--- config.mk ---
export PLATFORM = sky130hd
export DESIGN_NAME = ibufds_tap_calib
export DESIGN_NICKNAME = d
export VERILOG_FILES = /design/src/rtl/ibufds_tap_calib.sv
export SDC_FILE = /design/constraint.sdc
export NUM_CORES = 1
export LEC_CHECK = 0
export ABC_AREA = 0
export BUFFER_PORTS_ARGS = -buffer_cell sky130_fd_sc_hd__buf_2
export CAP_MARGIN = 10
export CORE_ASPECT_RATIO = 1.75
export CORE_MARGIN = 3
export CORE_UTILIZATION = 52
export CTS_BUF_LIST = sky130_fd_sc_hd__clkbuf_16
export DETAILED_ROUTE_END_ITERATION = 12
export PLACE_DENSITY = 0.7
export SYNTH_ARGS = -nofsm -noshare
export SYNTH_HDL_FRONTEND = slang
export SYNTH_SLANG_ARGS = --single-unit
--- constraint.sdc ---
create_clock -name CLK -period 3.6 [get_ports CLK]
set_input_delay 1.08 -clock CLK [delete_from_list [all_inputs] [get_ports CLK]]
set_output_delay 1.08 -clock CLK [all_outputs]
set_load 0.05 [all_outputs]
--- src/rtl/ibufds_tap_calib.sv ---
`default_nettype none
// ============================================================================
//  Module      : ibufds_tap_calib
//  Description : Per-lane input delay calibration for an
//                IBUFDS -> IDELAY -> ISERDES path. Sweeps every delay tap,
//                qualifies each tap against a fixed training word, tracks the
//                longest contiguous run of passing taps and finally loads the
//                centre of that run into the delay line.
//  Ports       : CLK        clock
//                RST        asynchronous active-high reset
//                START      one-cycle (re)calibration request
//                DLY_RDY    delay control ready; no load while low
//                DATA       deserialised word, valid every cycle
//                TAP_VALUE  tap value presented to the delay line
//                TAP_LD     one-cycle load strobe for TAP_VALUE
//                BUSY       calibration in progress
//                CAL_DONE   sticky, successful calibration
//                CAL_FAIL   sticky, no tap passed
//                TAP_MAP    per-tap pass map (IBUFDS_CALIB_STATS_EN only)
//  Options     : define IBUFDS_CALIB_STATS_EN to add the TAP_MAP output
//  Revision    : 1.0 - initial release
// ============================================================================
module ibufds_tap_calib #(
    parameter int            NTAPS   = 32,
    parameter int            TAP_W   = 5,
    parameter int            DW      = 8,
    parameter logic [DW-1:0] PATTERN = 8'h5C,
    parameter int            SETTLE  = 16,
    parameter int            SAMPLES = 64
) (
    input  logic             CLK,
    input  logic             RST,
    input  logic             START,
    input  logic             DLY_RDY,
    input  logic [DW-1:0]    DATA,
    output logic [TAP_W-1:0] TAP_VALUE,
    output logic             TAP_LD,
    output logic             BUSY,
    output logic             CAL_DONE,
    output logic             CAL_FAIL
`ifdef IBUFDS_CALIB_STATS_EN
    ,
    output logic [NTAPS-1:0] TAP_MAP
`endif
);

    // One extra bit on tap/run counters so NTAPS == 2**TAP_W cannot wrap.
    localparam int CW = TAP_W + 1;
    localparam int SW = $clog2(SETTLE + 1);
    localparam int MW = $clog2(SAMPLES + 1);

    localparam logic [CW-1:0] TAP_LAST     = CW'(NTAPS - 1);
    localparam logic [SW-1:0] SETTLE_LAST  = SW'(SETTLE - 1);
    localparam logic [MW-1:0] SAMPLES_LAST = MW'(SAMPLES - 1);

    typedef enum logic [2:0] {
        S_IDLE     = 3'd0,
        S_WAIT_RDY = 3'd1,
        S_LOAD     = 3'd2,
        S_SETTLE   = 3'd3,
        S_CHECK    = 3'd4,
        S_NEXT     = 3'd5,
        S_FINAL    = 3'd6
    } state_t;

    state_t            state, state_next;
    logic              start_pend;   // forces the automatic run after reset
    logic [CW-1:0]     tap, run_len, run_start, best_len, best_start;
    logic [CW-1:0]     run_len_new, run_start_new;
    logic [SW-1:0]     settle_cnt;
    logic [MW-1:0]     match_cnt;
    logic              tap_pass;
    logic [TAP_W-1:0]  tap_value_q, final_value;
    logic              go, data_ok;

    assign go      = START | start_pend;
    assign data_ok = (DATA == PATTERN);

    // Run bookkeeping for the tap being retired in S_NEXT.
    assign run_len_new   = tap_pass ? run_len + 1'b1 : '0;
    assign run_start_new = (tap_pass && run_len == '0) ? tap : run_start;

    assign final_value = (best_len == '0) ? '0
                       : TAP_W'(best_start + ((best_len - 1'b1) >> 1));

    always_ff @(posedge CLK or posedge RST) begin
        if (RST) state <= S_IDLE;
        else     state <= state_next;
    end

    always_comb begin
        state_next = state;
        case (state)
            S_IDLE:     if (go) state_next = S_WAIT_RDY;
            S_WAIT_RDY: if (DLY_RDY) state_next = S_LOAD;
            S_LOAD:     state_next = DLY_RDY ? S_SETTLE : S_WAIT_RDY;
            S_SETTLE: begin
                if (!DLY_RDY)                      state_next = S_WAIT_RDY;
                else if (settle_cnt == SETTLE_LAST) state_next = S_CHECK;
            end
            S_CHECK: begin
                // Losing DLY_RDY discards this tap; it is reloaded later.
                if (!DLY_RDY)                                   state_next = S_WAIT_RDY;
                else if (!data_ok || match_cnt == SAMPLES_LAST) state_next = S_NEXT;
            end
            S_NEXT:     state_next = (tap == TAP_LAST) ? S_FINAL : S_WAIT_RDY;
            S_FINAL:    if (DLY_RDY) state_next = S_IDLE;
            default:    state_next = S_IDLE;
        endcase
    end

    assign BUSY   = (state != S_IDLE);
    assign TAP_LD = DLY_RDY && (state == S_LOAD || state == S_FINAL);

    always_comb begin
        TAP_VALUE = tap_value_q;
        if (state == S_LOAD)       TAP_VALUE = tap[TAP_W-1:0];
        else if (state == S_FINAL) TAP_VALUE = final_value;
    end

    always_ff @(posedge CLK or posedge RST) begin
        if (RST) begin
            start_pend  <= 1'b1;
            tap         <= '0;
            run_len     <= '0;
            run_start   <= '0;
            best_len    <= '0;
            best_start  <= '0;
            settle_cnt  <= '0;
            match_cnt   <= '0;
            tap_pass    <= 1'b0;
            tap_value_q <= '0;
            CAL_DONE    <= 1'b0;
            CAL_FAIL    <= 1'b0;
        end else begin
            case (state)
                S_IDLE: if (go) begin
                    start_pend <= 1'b0;
                    CAL_DONE   <= 1'b0;
                    CAL_FAIL   <= 1'b0;
                    tap        <= '0;
                    run_len    <= '0;
                    run_start  <= '0;
                    best_len   <= '0;
                    best_start <= '0;
                end
                S_LOAD: if (DLY_RDY) begin
                    tap_value_q <= tap[TAP_W-1:0];
                    settle_cnt  <= '0;
                end
                S_SETTLE: begin
                    settle_cnt <= settle_cnt + 1'b1;
                    match_cnt  <= '0;
                end
                S_CHECK: begin
                    // Holds the verdict of the last compared word, which is
                    // the tap verdict on the cycle CHECK is left.
                    tap_pass <= data_ok;
                    if (data_ok) match_cnt <= match_cnt + 1'b1;
                end
                S_NEXT: begin
                    run_len   <= run_len_new;
                    run_start <= run_start_new;
                    // Strictly greater: on a tie the earlier window wins.
                    if (run_len_new > best_len) begin
                        best_len   <= run_len_new;
                        best_start <= run_start_new;
                    end
                    if (tap != TAP_LAST) tap <= tap + 1'b1;
                end
                S_FINAL: if (DLY_RDY) begin
                    tap_value_q <= final_value;
                    if (best_len == '0) CAL_FAIL <= 1'b1;
                    else                CAL_DONE <= 1'b1;
                end
                default: ;
            endcase
        end
    end

`ifdef IBUFDS_CALIB_STATS_EN
    always_ff @(posedge CLK or posedge RST) begin
        if (RST)                          TAP_MAP <= '0;
        else if (state == S_IDLE && go)   TAP_MAP <= '0;
        else if (state == S_NEXT && tap_pass)
            TAP_MAP <= TAP_MAP | (NTAPS'(1) << tap);
    end
`endif

endmodule
`default_nettype wire

==> results of run 1 <==
==> flip-flops by register name, summed over array words and instances (netlist names) <==
name / flops
CAL_DONE: 1
CAL_FAIL: 1
best_len: 6
best_start: 5
match_cnt: 7
run_len: 6
run_start: 5
settle_cnt: 5
start_pend: 1
state: 3
tap: 6
tap_pass: 1
tap_value_q: 5
==> through the flow <==
stage / util [%] / cells / setup TNS, ns / instance area (sq um) / hold WS, ns
2_1_floorplan: - / 329 / 0 / 3090 / 0.449
4_1_cts: 62.2 / 431 / -0.191 / 3530 / 0.495
5_1_grt: 63.0 / 432 / -0.475 / 3580 / 0.514
3_5_place_dp: 58.1 / 422 / 0 / 3300 / 0.476
6_report: 63.0 / 432 / -0.314 / 3580 / 0.489
3_3_place_gp: 58.1 / 422 / 0 / 3300 / 0.462
==> worst max-delay path: stages, from the launching register on <==
cell and delay (ns):
sky130_fd_sc_hd__dfrtp_1 0.39, sky130_fd_sc_hd__inv_2 0.09, sky130_fd_sc_hd__ha_4 0.13, sky130_fd_sc_hd__or3b_4 0.39, sky130_fd_sc_hd__xnor2_2 0.14, sky130_fd_sc_hd__ha_1 0.32
sky130_fd_sc_hd__nor2_2 0.12, sky130_fd_sc_hd__a21oi_2 0.05, sky130_fd_sc_hd__nor3b_1 0.13, sky130_fd_sc_hd__mux2_4 0.28, sky130_fd_sc_hd__a211o_1 0.24, sky130_fd_sc_hd__buf_6 0.15
==> cell families (layout without fill, tap and decap cells) <==
kind of cell,after synthesis,in the layout
simple gates,113,113
xor+xnor,15,15
compound gates,83,83
flops,52,52
mux,10,10
buf+inv,37,64
fa+ha+maj,19,19
==> area by class of cell <==
cell class                      count  share of cell area (%)
Clock buffer                        5                    3.50
Clock inverter                      3                    1.19
Inverter                           23                    2.41
Multi-Input combinational cell    240                    47.8
Sequential cell                    52                    36.4
Tap cell                           76                    2.66
Timing Repair Buffer               33                    5.98
==> where the power goes <==
part           internal [mW]  leakage (nW)  switching [mW]  total (mW)
combinational          0.228         0.899           0.407       0.634
clock                  0.327        0.0814           0.218       0.545
sequential             0.645         0.707          0.0539       0.699
==> repair_timing <==
item | CTS | global route
pin swaps | 5 | 4
resized for setup | 15 | 7
hold buffers | 0 | 0
endpoints found under the setup margin | 2 | 3
buffers inserted | 1 | 1
==> worst max path at each step <==
stage,from,to,depth (start not counted)
after global routing,best_len[1],TAP_VALUE[4],11
after floorplan,best_len[0],TAP_VALUE[4],10
after global placement,best_len[1],TAP_VALUE[4],11
after detailed placement,best_len[1],TAP_VALUE[4],11
after CTS,best_len[1],TAP_VALUE[4],11
final,best_len[1],TAP_VALUE[4],11
==> cell usage in the layout (no fill, tap or decap), types with 10 or more instances in the layout <==
master,count
sky130_fd_sc_hd__ha_1,17
sky130_fd_sc_hd__nand3_1,11
sky130_fd_sc_hd__dfrtp_1,51
sky130_fd_sc_hd__buf_2,18
sky130_fd_sc_hd__o2bb2ai_1,10
sky130_fd_sc_hd__inv_1,20
sky130_fd_sc_hd__nor2_1,21
sky130_fd_sc_hd__buf_4,12
sky130_fd_sc_hd__nand2_1,35
sky130_fd_sc_hd__o21ai_0,29
sky130_fd_sc_hd__a21oi_1,10
==> layer usage <==
metal | share of wire, % | vias to the layer above
li1 | - | 1212
met1 | 41 | 1202
met2 | 54 | 44
met3 | 2.6 | 10
met4 | 2.2 | 0
met5 | 0 | -
==> summary by stage, run 1 <==
Setup path
The worst setup path is captured at a primary output. The required time at the endpoint of the critical path is approximately 2.5 ns. The worst reg-to-reg setup slack is about 0.86 ns. In this run the critical register-to-register path is launched from run_len[0]. In this run the critical register-to-register path is captured at best_len[0]. Along the worst path, the maximum fanout reaches 2. By startpoint and endpoint, the worst setup path is classified as register to primary output.

At the worst endpoint, the arrival time is 2.74 ns. The sort of element at the start of the critical path is a register. The depth of the worst register-to-register path is 11.

Global route
The overall fraction of global-route tracks in use is between 20% and 30%. The initial antenna violation count is 0. The via count of the first global-routing pass was 2494. In the global route stage, met2 resource usage came out at 39.1%. For this run the aggregate overflow at the end of global routing stands at 0. For met1 alone, demand over resource in global routing was approximately a quarter. Entering global routing, the biggest net connects 28 pins. The met3 usage in global routing is under 10%. After global routing, the most crowded layer is met2.

The wire length of the first global-routing pass is around 12 mm.

Worst hold path
The depth of the worst hold-timing path is 2. The tightest min-delay check is of the register to register type. The destination of the worst hold path is tap_value_q[0].

The worst hold path begins at tap_value_q[0].

Drt
The first routing iteration left 203 violations. The average via count per standard cell is 5.71. In the final routed layout, each cell accounts on average for 15.9 microns. The via count of the routed design is 2468.

The routed design has roughly 6.9 mm of wire. The remaining antenna violation count is 0. After detailed routing, the number of remaining DRC violations is 0. For this run, the detailed router's first-pass iteration total came to 4.

STA
The total count of hold-check failures in the final report came to 0. Clock skew on the completed layout was measured at ~0.0050 ns. Setup violations remaining at the end of the flow were counted as 2.

The period utilization is 106%. Derived from the worst setup path, the maximum achievable clock frequency is 262 MHz. The headroom to the max-slew limit is 44.1%. The number of max-slew violations in the final report is 0. Setup repair after global routing could not meet its margin everywhere. After layout, the worst setup slack is -0.224 ns. After layout, the minimum clock period comes to 3.82 ns. For the pin with the worst max-slew slack, the measured transition is 0.837 ns.

Placed design
The last weighted congestion value of the routability-driven placer is 0.810. The worst slack after detailed placement is 0.0128 ns. The count of buffers added on input and output ports is 20. The post-detailed-placement half-perimeter wirelength is 4.97 mm.

Synth
After Yosys synthesis, and, or, nand and nor cells account for 19.2% of the synthesized area. Sorting the synthesized cells by area gives the leading types as sky130_fd_sc_hd__dfrtp_1 41%, sky130_fd_sc_hd__ha_1 7.3%, sky130_fd_sc_hd__o21ai_0 5.2%. After Yosys synthesis, full adders, half adders and majority gates account for under 10% of the synthesized area. The commonest cells after synthesis are 51 x sky130_fd_sc_hd__dfrtp_1, 35 x sky130_fd_sc_hd__nand2_1, 32 x sky130_fd_sc_hd__o21ai_0.

The number of enable-type register cells in the synthesized netlist is 0. The library cell occupying the most area in the post-synthesis netlist is sky130_fd_sc_hd__dfrtp_1. The synthesized design contains 52 register bits. The most common cell in the synthesized netlist is sky130_fd_sc_hd__dfrtp_1.

Summing every instance area after synthesis gives 3090 sq um. The fraction of post-synthesis cell area in the top cell type by area is 41.3%. After synthesis, the largest family of logic cells by area is simple AND/OR/NAND/NOR gates.

The count of synthesis-stage warnings from yosys is 0. The number of nets produced by synthesis is 360. The share of the yosys chip area belonging to registers is a little over two fifths. The proportion of register bits with asynchronous set or reset after synthesis is between 90% and 100%. The leading register cell type out of synthesis is sky130_fd_sc_hd__dfrtp_1. The cell count after synthesis is 329. The synthesized area per cell is 9.39 sq um.

The xor/xnor cell area share of the yosys netlist is 4.25%. The synthesized netlist devotes 17.9% of its cell area to compound gates. The unique cell type count in the Yosys netlist is 52.

The multiplexer area fraction after synthesis is 3.36%.

Final layout
The repair_antennas step left the layout with diodes totalling 0. After filler insertion, the fill cell instance count of the layout stands at between 400 and 500. The post-route netlist has 18.0% of its cells at a drive strength greater than 1. The footprint of the multi-input gates is 1710 sq um. The register area is 1300 sq um. The area growth from synthesis to layout is 15.8%. The final-stage net count is 386.

Power and ir drop
The total power consumption of the routed design is 1.88 mW. The power density of the placed cells is 525 nW/um^2. The worst voltage drop across the vdd grid is 369 uV. Summed over all cells, the static leakage comes to 1.69 nW.

Die
The width of the die is 64.3 microns. The full die area is 6940 sq um. After floorplanning, the core was divided into 36 placement rows. The starting density of the core is between 50% and 60%.

The die is about 110 microns tall. The core box area is 5680 sq um. The number of placed I/O pins is 21.

Clock network
The count of clock tree sinks is 52. For the worst-skew pair, the clock arrives at the later sink with an insertion delay of ~0.30 ns. In this run the number of H-tree levels came out at 2. The TritonCTS buffer count is 5. The root buffer cell is sky130_fd_sc_hd__clkbuf_16. The longest clock path from root to sink contains 2 buffers.

Clock-pin slew was measured on the worst setup and hold paths at 0.07 ns. The clock tree from TritonCTS is done.

Run status
The final reports fail on negative setup slack. The flow ran to the end, but the final reports show violations.

Run
The total of max-cap violations is 0.
Power figures use the tool's default switching activity.
==> run 2: changes to the inputs <==
CORE_UTILIZATION = 32   (was 52)
CTS_CLUSTER_DIAMETER = 120   (was not set)
PLACE_DENSITY = not set   (was 0.7)
REMOVE_ABC_BUFFERS = 1   (was not set)
==> run 2 against run 1 <==
The flow still finishes with violations (negative setup slack). Critical endpoint unchanged. Final area is 1.3% lower. Critical path depth stayed put. Highest routed layer unchanged. Sequential power is 2.9% higher. Combinational power is 6.2% lower. Clock power is 14% lower. Cell count is 9.7% higher. Global-route usage is 6.5 points lower. Via count is 0.24% higher. Utilization is 25 points lower. Count of clock-buffer cells in the layout stayed put. Routed wire length is 8.1% higher.
==> summary by stage, run 2 (synthesis results as in run 1) <==
Power and ir drop
The switching power is 0.677 mW. The worst voltage drop across the vdd grid is roughly 230 uV. The share of total power dissipated in combinational logic is 33.4%. Sequential cells account for 40.3% of the total power.

For this design the ratio of total power to cell area is 505 nW/um^2. Internal power comes to 1.10 mW. In this run switching power makes up 38.0% of total power.

After layout, the design draws a total of around 1.8 mW. The leakage dissipation is between 1.5 and 2 nW. The share of total power dissipated in the clock network is a little over a quarter.

Clock network
The H-tree depth reported by CTS is 2. The clock latency at the later pin of the worst-skew pair is 0.30 ns. TritonCTS built the clock tree. The clock slew at the register clock pins of the worst setup and hold paths is 0.07 ns. In this run, CTS created clock tree buffers numbering 5. The tree is rooted in a sky130_fd_sc_hd__clkbuf_16. The clock passes through at most 2 buffers.

The count of clock tree sinks is 52.

Final layout
The area growth from synthesis to layout is 14.4%. The number of flip-flops in the largest register is 7. The fraction of final layout cells with drive strength greater than 1 is about 15%. The top cell types in the final layout, fill and taps aside, are 51 x sky130_fd_sc_hd__dfrtp_1, 35 x sky130_fd_sc_hd__nand2_1, 32 x sky130_fd_sc_hd__o21ai_0.

The most frequent standard cell in the layout excluding fill and tap cells is sky130_fd_sc_hd__dfrtp_1. The final-stage net count is 384. The number of fillers in the final layout is 936. The number of antenna diodes in the final layout is 0. Excluding fillers, the count of instances in the completed layout stands at between 400 and 500. match_cnt holds more flip-flops than any other register.

Placed design
Before CTS, the worst setup slack after placement is -0.0412 ns. Summed over all nets, the half-perimeter wirelength after detailed placement is 5.58 mm. The number of placed instances, taps included is 462. The last weighted congestion value of the routability-driven placer is between 0.7 and 0.8. The total of buffers placed on input and output ports is 20.

STA
The slew at the pin with the worst max-slew slack is 0.908 ns. The number of max-slew violations in the final report is 0. The final critical path takes up 107% of the cycle. Setup repair after global routing could not meet its margin everywhere.

The final number of setup-violating endpoints is 2. The final setup skew is approximately 0.0055 ns. Across all setup checks in the final design, the least slack found is -0.237 ns. Static timing analysis puts the maximum clock frequency at approximately 260 MHz. The headroom to the max-slew limit is 39.3%. The total count of hold-check failures in the final report was 0. The post-layout minimum cycle time is 3.84 ns. The final setup TNS is -0.346 ns.

Drt
The total wirelength of the detailed-routed design is 7.44 mm. Across all layers, the routed design uses 2474 vias. After detailed routing, the number of vias per cell comes to approximately 5.2. The detail route stage leaves a number of antenna-violating nets equal to 0. After detailed routing, the average wire length per cell comes to 15.7 microns. After detailed routing, the number of remaining DRC violations is 0. For this block, the initial DRC count from the detailed router was 133. The total iterations of the first detailed-routing run is 4.

Worst hold path
The startpoint identified for the worst hold timing path is tap_value_q[2]. The depth of the worst hold-timing path is 2. The type of the most critical hold path is register to register.

Setup path
The start point of the critical path is best_len[1]. The arrival time of data at the critical path endpoint is 2.76 ns. For the worst setup path, the data required time is 2.52 ns. STA classifies the critical path startpoint as a register. Setup slack on the worst reg-to-reg path comes out at 0.74 ns. The setup path with the least slack is of type register to primary output. STA classifies the critical path endpoint as a primary output. Of all nets on the critical path, the largest fanout is 2. The worst register-to-register path begins at run_len[2]. Measured in cells, the most critical reg-to-reg path has a length of 11.

Global route
The first global-routing pass estimated approximately 13 mm of wire. The total congestion overflow after global routing is 0. Global routing used 15.0% of the available tracks. The via count of the first global-routing pass is 2629. The initial antenna violation count is 0. Entering global routing, the biggest net connects 53 pins.

Die
The number of placed I/O pins is 21. The full die area is 10900 sq um. After floorplanning, the core was sized to cover 9210 sq um. The width of the die is 80.3 microns. The initialized floorplan defines 46 standard-cell rows. The initial utilization of the core area, before any placement, comes to 33.5%.

Measured along the y axis, the die boundary spans 136 microns.

Run
The total of max-cap violations is 0.

Run status
The run finished, with violations left. The checks that failed: negative setup slack.
## run 2: changes by cell type in the layout (fill, tap and decap cells not counted), moves of 2 or more
cell	previous run	this run
sky130_fd_sc_hd__a21oi_2	3	0
sky130_fd_sc_hd__a21oi_1	10	13
sky130_fd_sc_hd__o21ai_0	29	32
sky130_fd_sc_hd__o21ai_1	2	0
sky130_fd_sc_hd__buf_6	3	1
## run 2: cell type report
cell class | instances | area, sq um | area share (%)
Clock buffer | 5 | 125 | 3.54
Sequential cell | 52 | 1300 | 36.9
Multi-Input combinational cell | 240 | 1660 | 47.1
Timing Repair Buffer | 31 | 194 | 5.49
Inverter | 23 | 86.3 | 2.44
Clock inverter | 3 | 11.3 | 0.319
Tap cell | 120 | 150 | 4.25
## run 2: routing by layer
| layer | global-route usage (%) | share of wire [%] |
|---|---|---|
| met1 | 15.0 | 37 |
| met2 | 27.9 | 57 |
| met3 | 2.25 | 1.5 |
| met4 | 9.30 | 4.7 |
| met5 | 0 | 0 |
## run 2: critical path, stage by stage (launching register included)
cell and delay (ns):
sky130_fd_sc_hd__dfrtp_1 0.40, sky130_fd_sc_hd__inv_2 0.09, sky130_fd_sc_hd__ha_4 0.14, sky130_fd_sc_hd__or3b_4 0.40
sky130_fd_sc_hd__xnor2_2 0.15, sky130_fd_sc_hd__ha_1 0.31, sky130_fd_sc_hd__nor2_1 0.10, sky130_fd_sc_hd__a21oi_1 0.06
sky130_fd_sc_hd__nor3b_1 0.14, sky130_fd_sc_hd__mux2_4 0.28, sky130_fd_sc_hd__a211o_1 0.24, sky130_fd_sc_hd__buf_6 0.15
## run 2: path summary, 6_finish.rpt
check	to
setup reg to reg	best_len[1]
hold reg to reg	tap_value_q[2]
hold / removal	tap_value_q[2]
min in group asynchronous	match_cnt[2]
max in group asynchronous	CAL_DONE
setup / recovery	TAP_VALUE[4]
## run 2: repair_timing
action	in CTS	in global routing
setup buffers	2	2
cloned	0	0
resized for setup	10	2
endpoints found under the setup margin	2	5
pin swaps	4	2
hold buffers	0	0
hold endpoints to repair	0	0
## run 2: through the flow
stage,hold WS [ns],instance area [sq um],utilization (%)
after global placement,0.462,3320,36.1
after detailed placement,0.474,3320,36.1
after floorplan,0.449,3020,-
after CTS,0.489,3510,38.1
final,0.485,3530,38.4
after global routing,0.512,3530,38.4
## run 2: power groups by stage
stage,Clock [mW],Sequential [mW],Combinational [mW]
after floorplan,0,0.729,0.409
after CTS,0.480,0.717,0.598
after global placement,0,0.726,0.573
final,0.468,0.719,0.595
after detailed placement,0,0.729,0.583
after global routing,0.500,0.729,0.664
==> run 3: changes to the inputs <==
REMOVE_ABC_BUFFERS = not set   (was 1)
==> run 3 against run 2 <==
The flow still finishes with violations (negative setup slack). Die area did not move. Sequential share of layout area shrank 0.63 points. Critical path depth unchanged. Power up 0.88%. Combinational power up 5.2%. Cell count grew 0.21%. Clock power rose by 1%. Sequential power shrank 3%. Via count decreased by 1.5%. Worst hold slack improved by 0.0017 ns. Count of clock-buffer cells in the layout unchanged. Utilization increased by 0.67 points. Largest cell class unchanged. Largest power group unchanged.
==> summary by stage, run 3 (synthesis results as in run 1) <==
Final layout
Compared with the post-synthesis result, the final layout area differs by 16.4%. The register area is 1300 sq um. The layout has 932 filler cells. For this run, the number of standard cells in the final layout without fillers is 475. The final layout contains 385 nets.

After routing the design area is between 3000 and 4000 sq um. The register containing the most flip-flops in the final layout is match_cnt. 0 antenna diodes ended up in the layout.

The most frequent standard cell in the layout excluding fill and tap cells is sky130_fd_sc_hd__dfrtp_1. At the end of the flow the core is filled with cells to between 30 and 40%. The number of flip-flops in the largest register is 7. In the layout the commonest cells are 51 x sky130_fd_sc_hd__dfrtp_1, 35 x sky130_fd_sc_hd__nand2_1, 29 x sky130_fd_sc_hd__o21ai_0.

The footprint of the multi-input gates is between 1500 and 2000 sq um. The fraction of final layout cells with drive strength greater than 1 is 17.5%.

Setup path
The number of buffers and inverters on the critical path is 2. At the worst endpoint, the arrival time is 2.72 ns. The critical path class is register to primary output. The largest driver fanout on the critical path is 2. Data on the critical path is required at its endpoint by about 2.5 ns. The sort of element at the start of the critical path is a register. Measured in cells, the most critical reg-to-reg path has a length of 11. The signal on the critical path passes through inv_2, ha_4, or3b_4, xnor2_2, ha_1, nor2_2, a21oi_2, nor3b_1, mux2_4, a211o_1, buf_6. For this run, the slowest stage of the critical path takes 0.40 ns. The critical path's top delay family is simple AND/OR/NAND/NOR gates. STA classifies the critical path endpoint as a primary output. The logic depth of the worst setup path including buffers is 11. The slowest stage of the critical path is the sky130_fd_sc_hd__or3b_4 cell.

Placed design
Routability-driven placement finished with a final weighted congestion of around 0.75. The number of placed instances, taps included is 466. The worst slack after detailed placement is 0.0418 ns. Once detailed placement completed, the half-perimeter wirelength came to a little over 5 mm. The placed instances occupy a cell area of 3350 sq um. In this run the tool buffered the top-level ports with 20 buffer cells.

Run status
The run finished, with violations left. The final reports fail on negative setup slack.

Drt
The routed length per placed instance is 14.7 microns. The remaining antenna violation count is 0. The total wirelength of the detailed-routed design is 6.98 mm. For this run, the detailed router's first-pass iteration total came to 4. The iteration-0 DRC count of the detailed router is 84. Detailed routing inserted a total of 2437 vias.

After detailed routing, the number of remaining DRC violations is 0. The average via count per standard cell is 5.13.

STA
Setup violations remaining at the end of the flow were counted as 1. The final setup skew is 0.00423 ns. Once routing completed, OpenROAD measured the worst setup slack at -0.202 ns.

The period utilization is 106%. The headroom to the max-slew limit is between 30% and 40%. For the pin with the worst max-slew slack, the measured transition is 0.969 ns. The tightest hold path in the finished design has a slack of between 0.4 and 0.5 ns. Setup repair after global routing could not meet its margin everywhere.

The number of max-slew violations in the final report is 0. Static timing analysis puts the maximum clock frequency at around 260 MHz. Subtracting the final worst setup slack from the clock period gives between 3 and 4 ns. Summed over all failing endpoints, the final setup total negative slack is -0.202 ns.

The total count of hold-check failures in the final report is 0.

Clock network
The clock latency at the later pin of the worst-skew pair is approximately 0.30 ns. TritonCTS built the clock tree. The tree is rooted in a sky130_fd_sc_hd__clkbuf_16.

For this design, the CTS-stage hold fixing added 0 buffers. The clock drives 52 sinks. CTS built an H-tree with a depth of 2. The maximum clock path buffer count is 2. The TritonCTS buffer count is 5. The clock slew at the register clock pins of the worst setup and hold paths is 0.07 ns.

Power and ir drop
For this design the ratio of total power to cell area is between 500 and 600 nW/um^2. The leakage dissipation is ~1.7 nW. The worst voltage drop across the vdd grid is 178 uV.

Power comes to 1.80 mW.

Global route
The via count of the first global-routing pass was ~2500. The overall fraction of global-route tracks in use is about 14%. The total congestion overflow after global routing is 0.

The initial antenna violation count was 0. Entering global routing, the biggest net connects between 50 and 60 pins. The wire length of the first global-routing pass is 11.9 mm.

Die
The die boundary height is 136 microns. The floorplan step defined a die boundary enclosing 10900 sq um. The number of placed I/O pins is 21. The die is roughly 80 microns wide. Once the floorplan was initialized, standard cells occupied 33.5% of the core. After floorplanning, the core was divided into 46 placement rows. The total area inside the core boundary comes to 9210 sq um.

Worst hold path
The worst hold path passes through 2 cells. The path class of the tightest hold or removal check is register to register.

Run
The total of max-cap violations is 0.
-- run 3: cell count changes in the layout (fill, tap and decap cells not counted), moves of 2 or more --
| cell | before | now |
|---|---|---|
| sky130_fd_sc_hd__a21oi_1 | 13 | 10 |
| sky130_fd_sc_hd__a21oi_2 | 0 | 3 |
| sky130_fd_sc_hd__o21ai_0 | 32 | 29 |
| sky130_fd_sc_hd__clkinv_1 | 2 | 0 |
| sky130_fd_sc_hd__o21ai_1 | 0 | 2 |
-- run 3: final cells by class --
cell class / count / share of cell area [%]
clock buffers: 5 / 3.48
clock inverters: 3 / 0.557
multi-input cells: 240 / 47.5
flip-flops and latches: 52 / 36.2
inverters: 23 / 2.40
well taps: 120 / 4.18
repair buffers: 32 / 5.64
-- run 3: worst paths after layout --
kind | slack [ns] | start | end
setup / recovery | -0.20 | best_len[1] | TAP_VALUE[4]
hold / removal | 0.49 | tap_value_q[3] | tap_value_q[3]
setup reg to reg | 0.77 | run_len[0] | best_len[0]
hold reg to reg | 0.49 | tap_value_q[3] | tap_value_q[3]
max in group asynchronous | 2.19 | RST | state[2]
min in group asynchronous | 0.96 | RST | run_len[4]
-- run 3: what timing repair did --
action                                  in CTS  in global routing
setup buffers                                0                  1
gates cloned                                 0                  0
resized for setup                           12                  8
hold endpoints to repair                     0                  0
pin swaps                                    6                  4
endpoints found under the setup margin       2                  3
-- run 3: power breakdown --
group | internal [mW] | switching [mW]
combinational | 0.223 | 0.402
sequential | 0.645 | 0.0548
clock | 0.257 | 0.216
-- run 3: per-layer routing --
layer | routed length [microns] | GRT usage (%) | vias up
met3 | 290 | 3.12 | 14
met2 | 3690 | 25.0 | 42
li1 | - | - | 1211
met5 | 0 | 0 | -
met4 | 215 | 7.05 | 0
met1 | 2780 | 15.2 | 1170
-- run 3: tightest hold or removal path, delay by kind of cell, from the launching register on --
| family | cells | cell delay, ns |
|---|---|---|
| AOI/OAI and AO/OA | 1 | 0.06 |
| and+or+nand+nor | 1 | 0.04 |
| DFF | 1 | 0.34 |
